## config.mk

```make
export PLATFORM = sky130hd
export DESIGN_NAME = operand_stack
export DESIGN_NICKNAME = d
export VERILOG_FILES = /design/src/rtl/operand_stack.sv
export SDC_FILE = /design/constraint.sdc
export NUM_CORES = 1
export LEC_CHECK = 0
export CORE_UTILIZATION = 35
export CTS_CLUSTER_DIAMETER = 200
export DETAILED_ROUTE_END_ITERATION = 6
export PLACE_DENSITY = 0.56
export SYNTH_ARGS = -nofsm -noshare
export SYNTH_HDL_FRONTEND = slang
export SYNTH_SLANG_ARGS = --single-unit
```

## constraint.sdc

```tcl
create_clock -name clk -period 3.2 [get_ports clk]
set_input_delay 0.8 -clock clk [delete_from_list [all_inputs] [get_ports clk]]
set_output_delay 0.8 -clock clk [all_outputs]
set_load 0.005 [all_outputs]
```

## src/rtl/operand_stack.sv

```systemverilog
// LIFO operand stack serving the control unit's push/pop/stack_clk strobe interface.
// Optional OPERAND_STACK_SECOND_EN adds the registered second-from-top output data_second.
module operand_stack #(
   parameter int DATA_WIDTH = 8,
   parameter int DEPTH      = 16,
   parameter int PTR_WIDTH  = 4
) (
   input  logic                  clk,
   input  logic                  reset,
   input  logic                  rst,
   input  logic                  stack_clk,
   input  logic                  push,
   input  logic                  pop,
   input  logic [DATA_WIDTH-1:0] data_to_push,
   output logic [DATA_WIDTH-1:0] data_from_stack,
`ifdef OPERAND_STACK_SECOND_EN
   output logic [DATA_WIDTH-1:0] data_second,
`endif
   output logic [PTR_WIDTH:0]    count,
   output logic                  empty,
   output logic                  full,
   output logic                  overflow,
   output logic                  underflow
);

   localparam logic [1:0] S_IDLE = 2'd0;
   localparam logic [1:0] S_OP   = 2'd1;
   localparam logic [1:0] S_ERR  = 2'd2;

   localparam logic [PTR_WIDTH:0]   CNT_FULL = (PTR_WIDTH+1)'(DEPTH);
   localparam logic [PTR_WIDTH:0]   CNT_ONE  = (PTR_WIDTH+1)'(1);
   localparam logic [PTR_WIDTH:0]   CNT_TWO  = (PTR_WIDTH+1)'(2);
   localparam logic [PTR_WIDTH-1:0] PTR_ONE  = PTR_WIDTH'(1);
   localparam logic [PTR_WIDTH-1:0] PTR_TWO  = PTR_WIDTH'(2);

   logic [DATA_WIDTH-1:0] mem_q [DEPTH];

   logic                  stb_q;
   logic [1:0]            state_q, state_d;
   logic [PTR_WIDTH-1:0]  sp_q, sp_d;
   logic [PTR_WIDTH:0]    count_q, count_d;
   logic [DATA_WIDTH-1:0] top_q, top_d;
   logic                  ovf_q, ovf_d;
   logic                  unf_q, unf_d;

   logic                  mem_we;
   logic [PTR_WIDTH-1:0]  mem_waddr;
   logic [DATA_WIDTH-1:0] mem_wdata;
   logic [DATA_WIDTH-1:0] rd_second;

   logic                  event_w;
   logic                  is_empty;
   logic                  is_full;
   logic                  do_push;
   logic                  do_repl;
   logic                  do_pop;

   // A strobe held high produces a single event: only the 0->1 step counts.
   assign event_w  = stack_clk & ~stb_q;
   assign is_empty = (count_q == '0);
   assign is_full  = (count_q == CNT_FULL);

   // push+pop on an empty stack degrades to a plain push.
   assign do_push = event_w & push & (~pop | is_empty);
   assign do_repl = event_w & push & pop & ~is_empty;
   assign do_pop  = event_w & pop & ~push;

   assign rd_second = mem_q[sp_q - PTR_TWO];

   always_comb begin
      sp_d      = sp_q;
      count_d   = count_q;
      top_d     = top_q;
      ovf_d     = ovf_q;
      unf_d     = unf_q;
      mem_we    = 1'b0;
      mem_waddr = sp_q;
      mem_wdata = data_to_push;
      if (do_push) begin
         if (is_full) begin
            ovf_d = 1'b1;
         end else begin
            mem_we  = 1'b1;
            sp_d    = sp_q + PTR_ONE;
            count_d = count_q + CNT_ONE;
            top_d   = data_to_push;
         end
      end else if (do_repl) begin
         mem_we    = 1'b1;
         mem_waddr = sp_q - PTR_ONE;
         top_d     = data_to_push;
      end else if (do_pop) begin
         if (is_empty) begin
            unf_d = 1'b1;
         end else if (count_q == CNT_ONE) begin
            sp_d    = '0;
            count_d = '0;
            top_d   = '0;
         end else begin
            sp_d    = sp_q - PTR_ONE;
            count_d = count_q - CNT_ONE;
            top_d   = rd_second;
         end
      end
   end

   always_comb begin
      state_d = state_q;
      case (state_q)
         S_IDLE:  if (event_w) state_d = S_OP;
         S_OP:    state_d = event_w ? S_OP : S_IDLE;
         S_ERR:   state_d = S_ERR;
         default: state_d = S_IDLE;
      endcase
      // Error state is sticky until a clear, independent of further traffic.
      if (ovf_d || unf_d) state_d = S_ERR;
   end

   always_ff @(posedge clk or posedge reset) begin
      if (reset) begin
         stb_q   <= 1'b0;
         state_q <= S_IDLE;
         sp_q    <= '0;
         count_q <= '0;
         top_q   <= '0;
         ovf_q   <= 1'b0;
         unf_q   <= 1'b0;
      end else if (rst) begin
         stb_q   <= 1'b0;
         state_q <= S_IDLE;
         sp_q    <= '0;
         count_q <= '0;
         top_q   <= '0;
         ovf_q   <= 1'b0;
         unf_q   <= 1'b0;
      end else begin
         stb_q   <= stack_clk;
         state_q <= state_d;
         sp_q    <= sp_d;
         count_q <= count_d;
         top_q   <= top_d;
         ovf_q   <= ovf_d;
         unf_q   <= unf_d;
      end
   end

   // Storage is never cleared; only the pointer and count are.
   always_ff @(posedge clk) begin
      if (mem_we && !rst && !reset) begin
         mem_q[mem_waddr] <= mem_wdata;
      end
   end

`ifdef OPERAND_STACK_SECOND_EN
   localparam logic [PTR_WIDTH-1:0] PTR_THREE = PTR_WIDTH'(3);

   logic [DATA_WIDTH-1:0] sec_q, sec_d;
   logic [DATA_WIDTH-1:0] rd_third;

   assign rd_third = mem_q[sp_q - PTR_THREE];

   always_comb begin
      sec_d = sec_q;
      if (do_push && !is_full) begin
         sec_d = top_q;
      end else if (do_pop && !is_empty) begin
         sec_d = (count_q <= CNT_TWO) ? '0 : rd_third;
      end
   end

   always_ff @(posedge clk or posedge reset) begin
      if (reset) begin
         sec_q <= '0;
      end else if (rst) begin
         sec_q <= '0;
      end else begin
         sec_q <= sec_d;
      end
   end

   assign data_second = sec_q;
`endif

   assign data_from_stack = top_q;
   assign count           = count_q;
   assign empty           = is_empty;
   assign full            = is_full;
   assign overflow        = ovf_q;
   assign underflow       = unf_q;

endmodule
```

==> flow_summary.toml <==
[run_status]
status = "finished, violations left"
violations = "design-rule violations"

[synthesis]
ys_seq_elements = 148
synth_top_area_cell = "edfxtp_1"
ys_warn_count = 0
async_reset_ff_frac = 0.1351
yosys-mux-area-fraction = 0.1437
syn-num-nets = 442
synth_top_cells_by_area = "edfxtp_1, mux4_2, dfrtp_1"
synth_compound_area_frac = 0.05295
synth.top_cell.area_share = 0.5830
synth_xor_area_frac = 0.007971
yosys.area_share.simple = 0.09262
ys_seq_area_frac = 0.6589
yosysUniqueCellTypes = 56
synth_top_family_by_area = "multiplexers"
syn_area_um2 = 6593
ys_top_cells_by_count = "edfxtp_1, nand2_1, mux4_2"
synthCells = 419
synthAdderAreaFrac = 0.01708
synth_ff_type = "edfxtp_1"
avgSynthCellArea_um2 = 15.73
synth_edf_count = 128
yosysMostFrequentCell = "edfxtp_1"

[routing]
routed_wl_mm = 15.48
routedWlPerCell_um = 21.21
drt-initial-drc-count = 313
dr.pass1.iters = 7
dr_total_vias = 3920
ant_nets = 0
drc = 4
via_per_inst = 5.370

[floorplanning]
die_y_um = 139.2
num_io_pins = 31
dieArea_um2 = 19390
core_area_um2 = 18210
start_util = 0.3621
rows = 49
dieWidth_um = 139.2

[global_routing]
grt_antenna_before_repair = 0
groute.usage.overall = 0.1731
first_global_vias = 4005
grt_pass1_wl_mm = 24.25
gr-total-overflow = 0
grt_max_degree = 30

[critical_path]
arrival_ns = 2.30
critPathRequiredTime_ns = 2.40
critPathMaxStageDelay_ns = 0.51
cpMaxStageDelayCell = "clkdlybuf4s50_1"
critPathMaxFanout = 5
path_common_cell = "inv_2"
path_cells = "inv_2 > ha_4 > or4b_4 > inv_2 > clkdlybuf4s50_1"
cp_top_family = "buffers and inverters"
worstPathBufferInverterCount = 3
start_kind = "flip-flop"
worstSetupPathType = "flip-flop to primary output"
end_kind = "primary output"

[power]
leakagePower_nw = 2.826
peakVddDrop_v = 0.0006376
total_power_w = 0.005945
p_per_area_nw_per_um2 = 741.1

[cells_and_area]
drive_gt1_frac = 0.2535
nNetsFinal = 511
antenna_cells = 0
fin_cells = 730
fill_cells = 1586
area_growth_pct = 21.67

[timing]
fin_setup_tns_ns = 0
maxSlewViolCount = 0
max_freq_ghz = 0.3223
finalHoldViolCount = 0
skew_ns = 0.008860
slew_headroom = 0.4325
fin_ws_ns = 0.09699
fin_crit_sh = 0.9697
min_period_ns = 3.103
rsz0062_at_grt = "false"
setup_viol = 0
worst_pin_slew_ns = 0.8503

[placed_design]
dp_hpwl_mm = 10.78
dp_slack_ns = 0.1329
portBuffers = 30
place_inst = 698
gp_congestion = 0.8066

[clocking]
cts_tree = "yes"
cts_sinks = 148
post_cts_buffers = 0
cts_buffer_depth = 2
cts_buffers = 17
cts_resized = 4
root_buffer = "clkbuf_16"
htreeDepth = 4
path_clk_slew_ns = 0.07
worstSkewPairLatency_ns = 0.43
ctsHoldBuffers = 0

[job]
maxCapViolCount = 0

[worst_hold_path]
hp-class = "flip-flop to flip-flop"
==> per-layer routing <==
metal | wire (um) | up-vias | global-route usage
met4 | 250 | 0 | 0.05906
met3 | 1084 | 29 | 0.04921
met2 | 7499 | 141 | 0.2735
li1 | - | 1765 | -
met1 | 6645 | 1985 | 0.2290
met5 | 0 | - | 0
==> state kept, by name, summed over array words and instances, names as in the netlist <==
| signal | count |
|---|---|
| count | 5 |
| overflow | 1 |
| data_from_stack | 8 |
| mem_q | 128 |
| stb_q | 1 |
| underflow | 1 |
| sp_q | 4 |
==> cell families after synthesis <==
kind of cell	count (synthesis)
DFF	148
and+or+nand+nor	123
muxes	53
AOI/OAI and AO/OA	45
buffers and inverters	35
adders and majority gates	9
xor gates and xnor gates	6
==> power breakdown <==
part / internal, W / switching, W / total, W
Clock: 0.00118 / 0.000869 / 0.00205
Sequential: 0.00217 / 0.0000861 / 0.00225
Combinational: 0.000771 / 0.000865 / 0.00164
Total: 0.00412 / 0.00182 / 0.00594
==> worst register-to-register path, stage by stage, from the launching register on <==
cell and delay (ns):
dfrtp_1 0.52, inv_1 0.29, ha_1 0.24, a21boi_1 0.60, o21ai_0 0.32, a32oi_1 0.45, nor2_1 0.10, buf_4 0.19
==> cell type report <==
cell class / count / area (um^2) / share of cell area
inverters: 13 / 48.80 / 0.006083
multi-input cells: 236 / 2085 / 0.2599
flip-flops and latches: 148 / 4347 / 0.5419
repair buffers: 72 / 640.6 / 0.07986
clock inverters: 15 / 188.9 / 0.02355
clock buffers: 17 / 425.4 / 0.05303
well taps: 229 / 286.5 / 0.03572
==> stage by stage <==
stage / utilization / hold slack (ns) / instance area, um^2
finish: 0.4405 / 0.5044 / 8021
global route: 0.4405 / 0.5241 / 8021
CTS: 0.4400 / 0.5136 / 8011
detailed placement: 0.4060 / 0.4990 / 7393
global placement: 0.4060 / 0.4843 / 7393
floorplan: - / 0.4859 / 6593
==> final timing paths <==
kind                                      start                endpoint  slack [ns]  cells past startpoint
setup / recovery           count[1]$_DFFE_PP0P_                   empty         0.1                      5
hold / removal             overflow$_DFFE_PP0P_    overflow$_DFFE_PP0P_        0.50                      2
setup reg to reg            sp_q[2]$_DFFE_PP0P_  mem_q[13][1]$_DFFE_PP_        0.26                      7
hold reg to reg            overflow$_DFFE_PP0P_    overflow$_DFFE_PP0P_        0.50                      2
max in group asynchronous                 reset     sp_q[0]$_DFFE_PP0P_        1.73                      2
min in group asynchronous                 reset    count[1]$_DFFE_PP0P_        0.88                      2
==> placed cells by master (no fill, tap or decap), types with 2 or more instances in the layout <==
master,count
inv_8,2
ha_1,8
nor4b_1,2
nor2_1,30
or3b_2,2
nand2b_1,2
nand2_1,47
and2_1,7
nand3_1,11
inv_2,2
xor2_1,4
a32oi_1,4
a31oi_1,3
a21oi_1,7
clkdlybuf4s50_1,30
edfxtp_1,128
buf_4,40
nor3_1,4
mux2_2,3
o22ai_1,2
clkinv_8,2
inv_6,6
nor2b_1,6
xnor2_1,2
clkbuf_16,17
dfrtp_2,2
nor3b_2,2
mux4_2,33
dfrtp_1,18
o31ai_1,5
a221o_1,7
bufinv_16,2
mux2i_1,17
o21ai_0,5
inv_1,10
buf_12,2
(Power assumes the default switching activity.)
